[src/rtl/mux_scan_ctrl.sv]
// mux_scan_ctrl: round-robin scanner for an 8-bit 4:1 channel mux.
// It steps sel over the enabled channels and waits DWELL cycles on each one
// so the mux path can settle. It then captures the mux output and offers the
// byte plus its channel id downstream on a valid/ready handshake.
// Optional feature: define MUX_SCAN_CHANGE_EN to suppress captures whose
// value matches the last value presented for that channel.
module mux_scan_ctrl #(
  parameter int DW    = 8,
  parameter int DWELL = 4   // legal range 1..255
) (
  input  logic          clk,
  input  logic          rst,
  input  logic          en,
  input  logic [3:0]    chMask,
  input  logic [DW-1:0] muxIn,
  output logic [1:0]    sel,
  output logic [DW-1:0] dataOut,
  output logic [1:0]    chOut,
  output logic          valid,
  input  logic          ready
);

  typedef enum logic [1:0] {IDLE, SETTLE, HOLD} state_t;

  localparam logic [7:0] CNT_LOAD = 8'(DWELL - 1);

  state_t     state;
  logic [1:0] ptr;
  logic [7:0] cnt;

  // First enabled channel at or after 'from', wrapping 3 -> 0.
  function automatic logic [1:0] next_ch(input logic [1:0] from,
                                         input logic [3:0] mask);
    logic [1:0] idx;
    // NOTE: assign the result and temporaries before any conditional path so
    // no path leaves them unassigned (which would infer a latch in comb logic).
    next_ch = from;
    idx     = from;
    // Walk from the farthest candidate back to the nearest so the nearest wins.
    for (int k = 3; k >= 0; k--) begin
      idx = from + 2'(k);
      if (mask[idx]) next_ch = idx;
    end
  endfunction

  // Advancing after a transfer (or a suppressed capture) resumes the search
  // just past the channel that was served.
  logic [1:0] adv_ptr;
  logic [1:0] adv_sel;
  logic       adv_go;
  logic [1:0] idle_sel;

  assign adv_ptr  = sel + 2'd1;
  assign adv_sel  = next_ch(adv_ptr, chMask);
  assign adv_go   = en && (chMask != 4'b0000);
  assign idle_sel = next_ch(ptr, chMask);

  // A capture is skipped when it would repeat the last presented value.
  logic skip;

`ifdef MUX_SCAN_CHANGE_EN
  logic [DW-1:0] last [4];
  logic [3:0]    seen;

  assign skip = seen[sel] && (muxIn == last[sel]);

  // Remember the last presented value per channel.
  always_ff @(posedge clk) begin
    // NOTE: this small history array is cleared on reset because 'seen' must
    // start empty; large data memories normally have no reset.
    if (rst) begin
      seen <= 4'b0000;
      for (int i = 0; i < 4; i++) last[i] <= '0;
    end else if (state == SETTLE && cnt == 8'd0 && !skip) begin
      seen[sel] <= 1'b1;
      last[sel] <= muxIn;
    end
  end
`else
  assign skip = 1'b0;
`endif

  // Scan state machine with registered outputs.
  always_ff @(posedge clk) begin
    // NOTE: all state here uses non-blocking assignments so every register
    // samples pre-edge values; blocking would create ordering-dependent logic.
    if (rst) begin
      state   <= IDLE;
      sel     <= 2'd0;
      dataOut <= '0;
      chOut   <= 2'd0;
      valid   <= 1'b0;
      ptr     <= 2'd0;
      cnt     <= 8'd0;
    end else begin
      case (state)
        IDLE: begin
          if (adv_go) begin
            sel   <= idle_sel;
            cnt   <= CNT_LOAD;
            state <= SETTLE;
          end
        end

        SETTLE: begin
          if (cnt != 8'd0) begin
            cnt <= cnt - 8'd1;
          end else if (skip) begin
            ptr <= adv_ptr;
            if (adv_go) begin
              sel   <= adv_sel;
              cnt   <= CNT_LOAD;
              state <= SETTLE;
            end else begin
              state <= IDLE;
            end
          end else begin
            dataOut <= muxIn;
            chOut   <= sel;
            valid   <= 1'b1;
            state   <= HOLD;
          end
        end

        HOLD: begin
          if (ready) begin
            valid <= 1'b0;
            ptr   <= adv_ptr;
            if (adv_go) begin
              sel   <= adv_sel;
              cnt   <= CNT_LOAD;
              state <= SETTLE;
            end else begin
              state <= IDLE;
            end
          end
        end

        default: state <= IDLE;
      endcase
    end
  end

endmodule

[config.mk]
export PLATFORM = sky130hd
export DESIGN_NAME = mux_scan_ctrl
export DESIGN_NICKNAME = d
export VERILOG_FILES = /design/src/rtl/mux_scan_ctrl.sv
export SDC_FILE = /design/constraint.sdc
export NUM_CORES = 1
export LEC_CHECK = 0
export CORE_MARGIN = 5
export CORE_UTILIZATION = 42
export CTS_CLUSTER_DIAMETER = 100
export CTS_CLUSTER_SIZE = 30
export DETAILED_ROUTE_END_ITERATION = 16
export PLACE_DENSITY = 0.76
export SLEW_MARGIN = 40
export SYNTH_ARGS = -nofsm -noshare
export SYNTH_HDL_FRONTEND = slang
export SYNTH_SLANG_ARGS = --single-unit
[constraint.sdc]
create_clock -name clk -period 1.7 [get_ports clk]
set_input_delay 0.255 -clock clk [delete_from_list [all_inputs] [get_ports clk]]
set_output_delay 0.255 -clock clk [all_outputs]
set_load 0.02 [all_outputs]
* Word level (Yosys, flattened, before mapping) *
Cells that the tools add are included.

operators by class
  add/subtract/negate cells = 8
  $lt $le $gt $ge = 8
  eq/ne operators = 7
  mux-type cells = 40
  bitwise operators = 1
  reductions and logical operators = 13

operator list
  cell                 number
  $mux 2               14
  $lt 2x3->1 const B   8
  $mux 8               3
  $pmux 8 s3           1
  $bmux 1 s2           8
  $mux 1               11
  $ne 2x2->1 const B   5
  $reduce_and 3->1     3
  $add 2x2->2 const B  4
  $reduce_bool 8->1    1
  $sub 8x1->8 const B  1
  $add 2x1->2 const B  3
  $pmux 2 s3           1
  $pmux 2 s2           1
  $reduce_and 2->1     2
  $reduce_and 4->1     1
  $reduce_bool 2->1    2
  $reduce_bool 4->1    1
  $reduce_bool 3->1    1
  $eq 2x1->1 const B   1
  $eq 2x2->1 const B   1
  $logic_not 2->1      1
  $pmux 1 s2           1
  $logic_and 1x1->1    1
  $not 1->1            1

word-level totals
  register bits = 25
  output and inout port bits = 13

* Longest topological paths before layout *
Gate-level depths: netlist of the first run.

  depth after elaboration = 11
  mapped depth = 7
  mapped depth without buffers = 6

* Worst setup path after synthesis of the first run *
No wires, ideal clock.

  kind = register -> register
  start = reg sel[0]
  end = reg sel[0]
  library setup time = 0.106 ns
  arrival = 1.388 ns
  data required time = 1.594 ns
  setup slack = 0.206 ns
  cell stages (with the launch flop) = 7
  path buffers = 1
  path through = dfxtp_1 -> buf_2 -> and4b_1 -> a31oi_1 -> nand4_1 -> mux2_2 -> o311ai_0

between the ends
  cells in the longest elaborated chain, start to end = 11
  elaborated cells between the ends (all ways) = 19
  classes of those cells = 4 x add/sub; 15 x mux

ends and longest elaborated chain
  item                          RTL line  RTL
  start: declaration            16        output logic [1:0] sel,
  start signal: assignment      99        sel <= idle_sel;
  start signal: assignment      111       sel <= adv_sel;
  start signal: assignment      130       sel <= adv_sel;
  $add 2x1->2 *                 53        assign adv_ptr = sel + 2'd1;
  $add 2x2->2                   41        idx = from + 2'(k);
  $bmux 1 s2                    42        if (mask[idx]) next_ch = idx;
  $mux 1 (implied by the code)  42
  $mux 2 (3 in series)          42
  $mux 2 *                      42
  $mux 2 *                      129       if (adv_go) begin
  $mux 2 *                      126       if (ready) begin
  $pmux 2 s2 *                  96        case (state)

Mark *: on every way between the ends. The rest lies on a longest branch, timed or not. The select of a mux whose other input is x is not followed.
A chain may end at the register's enable or synchronous reset.

* Worst setup path in the final report of the first run *
  start = in chMask[2]
  end = reg sel[1]

between the ends
  cells in the longest elaborated chain, start to end = 9
  elaborated cells between the ends (all ways) = 33
  classes of those cells = 2 x eq/ne; 28 x mux; 3 x reduce/logical

ends and longest elaborated chain
  item                          RTL line  RTL
  start: declaration            14        input logic [3:0] chMask,
  $bmux 1 s2                    42
  $mux 1 (implied by the code)  42
  $mux 2 (4 in series)          42
  $mux 2                        129
  $mux 2                        126
  $pmux 2 s2                    96

Several ways; a longest one is shown, not always the timed one. The select of a mux whose other input is x is not followed.

==> results of run 1 <==
[flip-flops by register name (all words and copies together) (netlist names)]
name and count:
cnt 8, dataOut 8, chOut 2, ptr 2, sel 2, state 2, valid 1
[through the flow]
stage | area (µm²) | setup WS, ps | hold WS, ps | instances | utilization
after CTS | 1710 | 47.7 | 473 | 217 | 0.569
after detailed placement | 1680 | -188 | 458 | 213 | 0.558
after global placement | 1680 | -131 | 448 | 213 | 0.558
after global routing | 1710 | 27.4 | 482 | 217 | 0.570
after floorplan | 1290 | 206 | 399 | 146 | -
final | 1710 | 128 | 465 | 217 | 0.570
[worst min path at each step]
stage	from	end	slack (ps)	cells past startpoint
final	cnt[0]	cnt[0]	470	1
after global routing	cnt[0]	cnt[0]	480	1
after CTS	valid	valid	470	2
after detailed placement	valid	valid	460	2
after global placement	valid	valid	450	2
after floorplan	muxIn[0]	dataOut[0]	400	2
[placed cells by master (no fill, tap or decap), types with 2 or more instances in the layout]
master	n
o21ai_0	4
dfxtp_1	22
inv_1	9
nand4b_1	2
o211ai_1	3
buf_4	13
a211oi_1	4
nand2b_1	2
nor2b_1	2
nor2_2	2
mux2i_1	11
nand3_1	3
nand2_1	5
nor2_1	28
nand3b_1	3
a21oi_1	7
nor3_1	2
xor2_1	6
dfxtp_2	3
clkdlybuf4s50_1	26
clkbuf_4	3
[logic make-up (layout without fill, tap and decap cells)]
family,Yosys count,count (layout),synth area share
AOI/OAI and AO/OA,27,27,0.161
adders and majority gates,1,1,0.00968
xor gates and xnor gates,7,7,0.0474
muxes,12,12,0.0939
DFF,25,25,0.387
and+or+nand+nor,58,58,0.248
buffers and inverters,16,54,0.0532
[where the power goes]
group | total (mW) | switching (mW) | internal [mW]
Combinational | 0.400 | 0.201 | 0.199
Clock | 0.274 | 0.185 | 0.0898
Sequential | 0.674 | 0.0419 | 0.632
Total | 1.35 | 0.428 | 0.920
[final cells by class]
cell class / instances / area, µm²
fillers: 284 / 1290
multi-input cells: 105 / 723
flip-flops and latches: 25 / 504
repair buffers: 41 / 379
well taps: 33 / 41.3
inverters: 9 / 33.8
clock buffers: 3 / 22.5
clock inverters: 1 / 7.51
[critical path, delay by kind of cell]
| family | cells | cell delay [ps] |
|---|---|---|
| and+or+nand+nor | 2 | 560 |
| buffers and inverters | 1 | 610 |
| AOI/OAI and AO/OA | 3 | 370 |
[repair_timing]
action / in CTS / in global routing
resized for setup: 3 / 2
gates cloned: 0 / 0
hold buffers: 0 / 0
hold endpoints to repair: 0 / 0
endpoints found under the setup margin: 2 / 2
[layer usage]
| metal | up-vias | share of wire | routed length [µm] |
|---|---|---|---|
| met5 | - | 0 | 0 |
| met4 | 0 | 0.0044 | 13 |
| met3 | 2 | 0.085 | 254 |
| met2 | 41 | 0.49 | 1470 |
| met1 | 523 | 0.41 | 1230 |
| li1 | 589 | - | - |
==> qor_table.md, run 1 <==
| Parameter | Reported |
|:---|:---|
| Result of the run | finished clean |
| Via Count | 1,155 |
| Least-Margin Pin Slew | 343 ps |
| First-pass GRT wire length | 5230 µm |
| Signal arrival time at the worst endpoint | 1810 ps |
| Mean cell area of the mapped netlist | 8.85 µm² |
| Synth async-reset ratio | 0 |
| Cell Pwr Density | 788 nW/µm² |
| Max stage delay cell, worst path | clkdlybuf4s50_1 |
| Number of warnings printed during yosys synthesis | 0 |
| Max clock buf depth | 2 |
| Final min period | 1570 ps |
| Cell types with the largest area share after synthesis | dfxtp_1 (39%), mux2i_1 (8.5%), nor2_1 (8.1%), xor2_1 (4.1%), a21oi_1 (2.7%) |
| Share of the yosys chip area belonging to registers | 0.387 |
| Crit start category | input pin |
| Worst R2R Path Depth | 7 |
| Number of synthesized flops with an enable pin | 0 |
| Number of sinks driven by the clock tree | 25 |
| Critical Path Sink | sel[1] |
| Hold/Removal Path Class | reg2reg |
| Cell taking the most area after synthesis | dfxtp_1 |
| Post-route ant nets | 0 |
| Buffers added on ports | 28 |
| Total Die Area | 4290 µm² |
| Cts bufs inserted | 3 |
| Setup repair after global routing missed its margin | no |
| Final estimated routing congestion in global placement | 0.989 |
| Clk root buf | clkbuf_4 |
| H-Tree Depth | 1 |
| Routed length per placed instance | 13.7 µm |
| Met1 GRT Util | 0.182 |
| Die Span Y | 65.5 µm |
| Die extent in x | 65.5 µm |
| GR Overflow Total | 0 |
| Via density per instance | 5.32 |
| Final setup violating endpoints | 0 |
| PnR Total Power | 1.35 mW |
| Fraction of final layout cells with drive strength greater than 1 | 0.163 |
| Number of cells produced by synthesis | 146 |
| Maximum single-stage delay on the critical path | 610 ps |
| CP Data Required Time | 1940 ps |
| Via count of the first global-routing pass | 1,155 |
| Type of the setup path with the least slack | in2reg |
| Number of buffers added for setup after CTS | 0 |
| Post-synthesis sequential element count | 25 |
| Drt initial violations | 54 |
| Highest attainable clock frequency | 636 MHz |
| Static leakage | 0.712 nW |
| Reg-to-reg endpoint | cnt[7] |
| Fin. Hold Viols | 0 |
| Launch point of the worst path | chMask[2] |
| Final setup TNS | 0 ps |
| Reg clk slew, reported paths | 150 ps |
| Layer with the highest usage after global routing | met2 |
| Worst voltage drop across the vdd grid | 0.634 mV |
| Layout net count | 202 |
| Fraction of the cycle the final worst path needs | 0.925 |
| Top FF cell, synth | dfxtp_1 |
| Cell area after synthesis | 1290 µm² |
| Cell types with the highest counts after synthesis | nor2_1 (28), dfxtp_1 (25), mux2i_1 (11) |
| Clock Skews | 12.4 ps |
| Met2 usage in global routing | 0.257 |
| Largest fanout on the critical path | 7 |
| Count leader, synth | nor2_1 |
| Largest net degree at the start of global routing | 16 |
| Worst skew pair latency | 320 ps |
| Worst relative slew slack | 0.770 |
| Floorplan row count | 20 |
| Max Slew Vio Count | 0 |
| Area Overhead vs Synth | 32.4% |
| Nets in the synthesized netlist | 163 |
| Post-detailed-routing wire length | 2970 µm |
| Overall fraction of global-route tracks in use | 0.152 |
| Global routing met3 resource utilization | 0.0547 |
| Reported max-cap violation count | 0 |
| TritonCTS clock tree | yes |
| Initial antenna violation count | 0 |
| # IOs | 29 |
| Reg2reg start | cnt[1] |
| Post-detail-place hpwl | 2360 µm |
| DRC | 0 |
| Initial Util | 0.430 |
| Reg-to-reg slack, setup | 150 ps |
| TritonRoute pass-1 iters | 4 |
| Distinct cell type count of the synthesized netlist | 41 |
| Area fraction of the dominant cell type after synthesis | 0.387 |
| Core Footprint | 3000 µm² |
| ANT cells | 0 |
| Crit path cell chain | clkdlybuf4s50_1, nor2_2, a21oi_2, o21ai_0, or4b_1, o211ai_1 |
| Endpoint kind of the worst setup timing path | flop |
No activity file was read; power rests on OpenSTA's default activity.
==> run 2, diff against run 1 <==
- HOLD_SLACK_MARGIN: not set -> 0.06
==> results of run 2 <==
Final layout, timing and power as in run 1 (identical DEF).
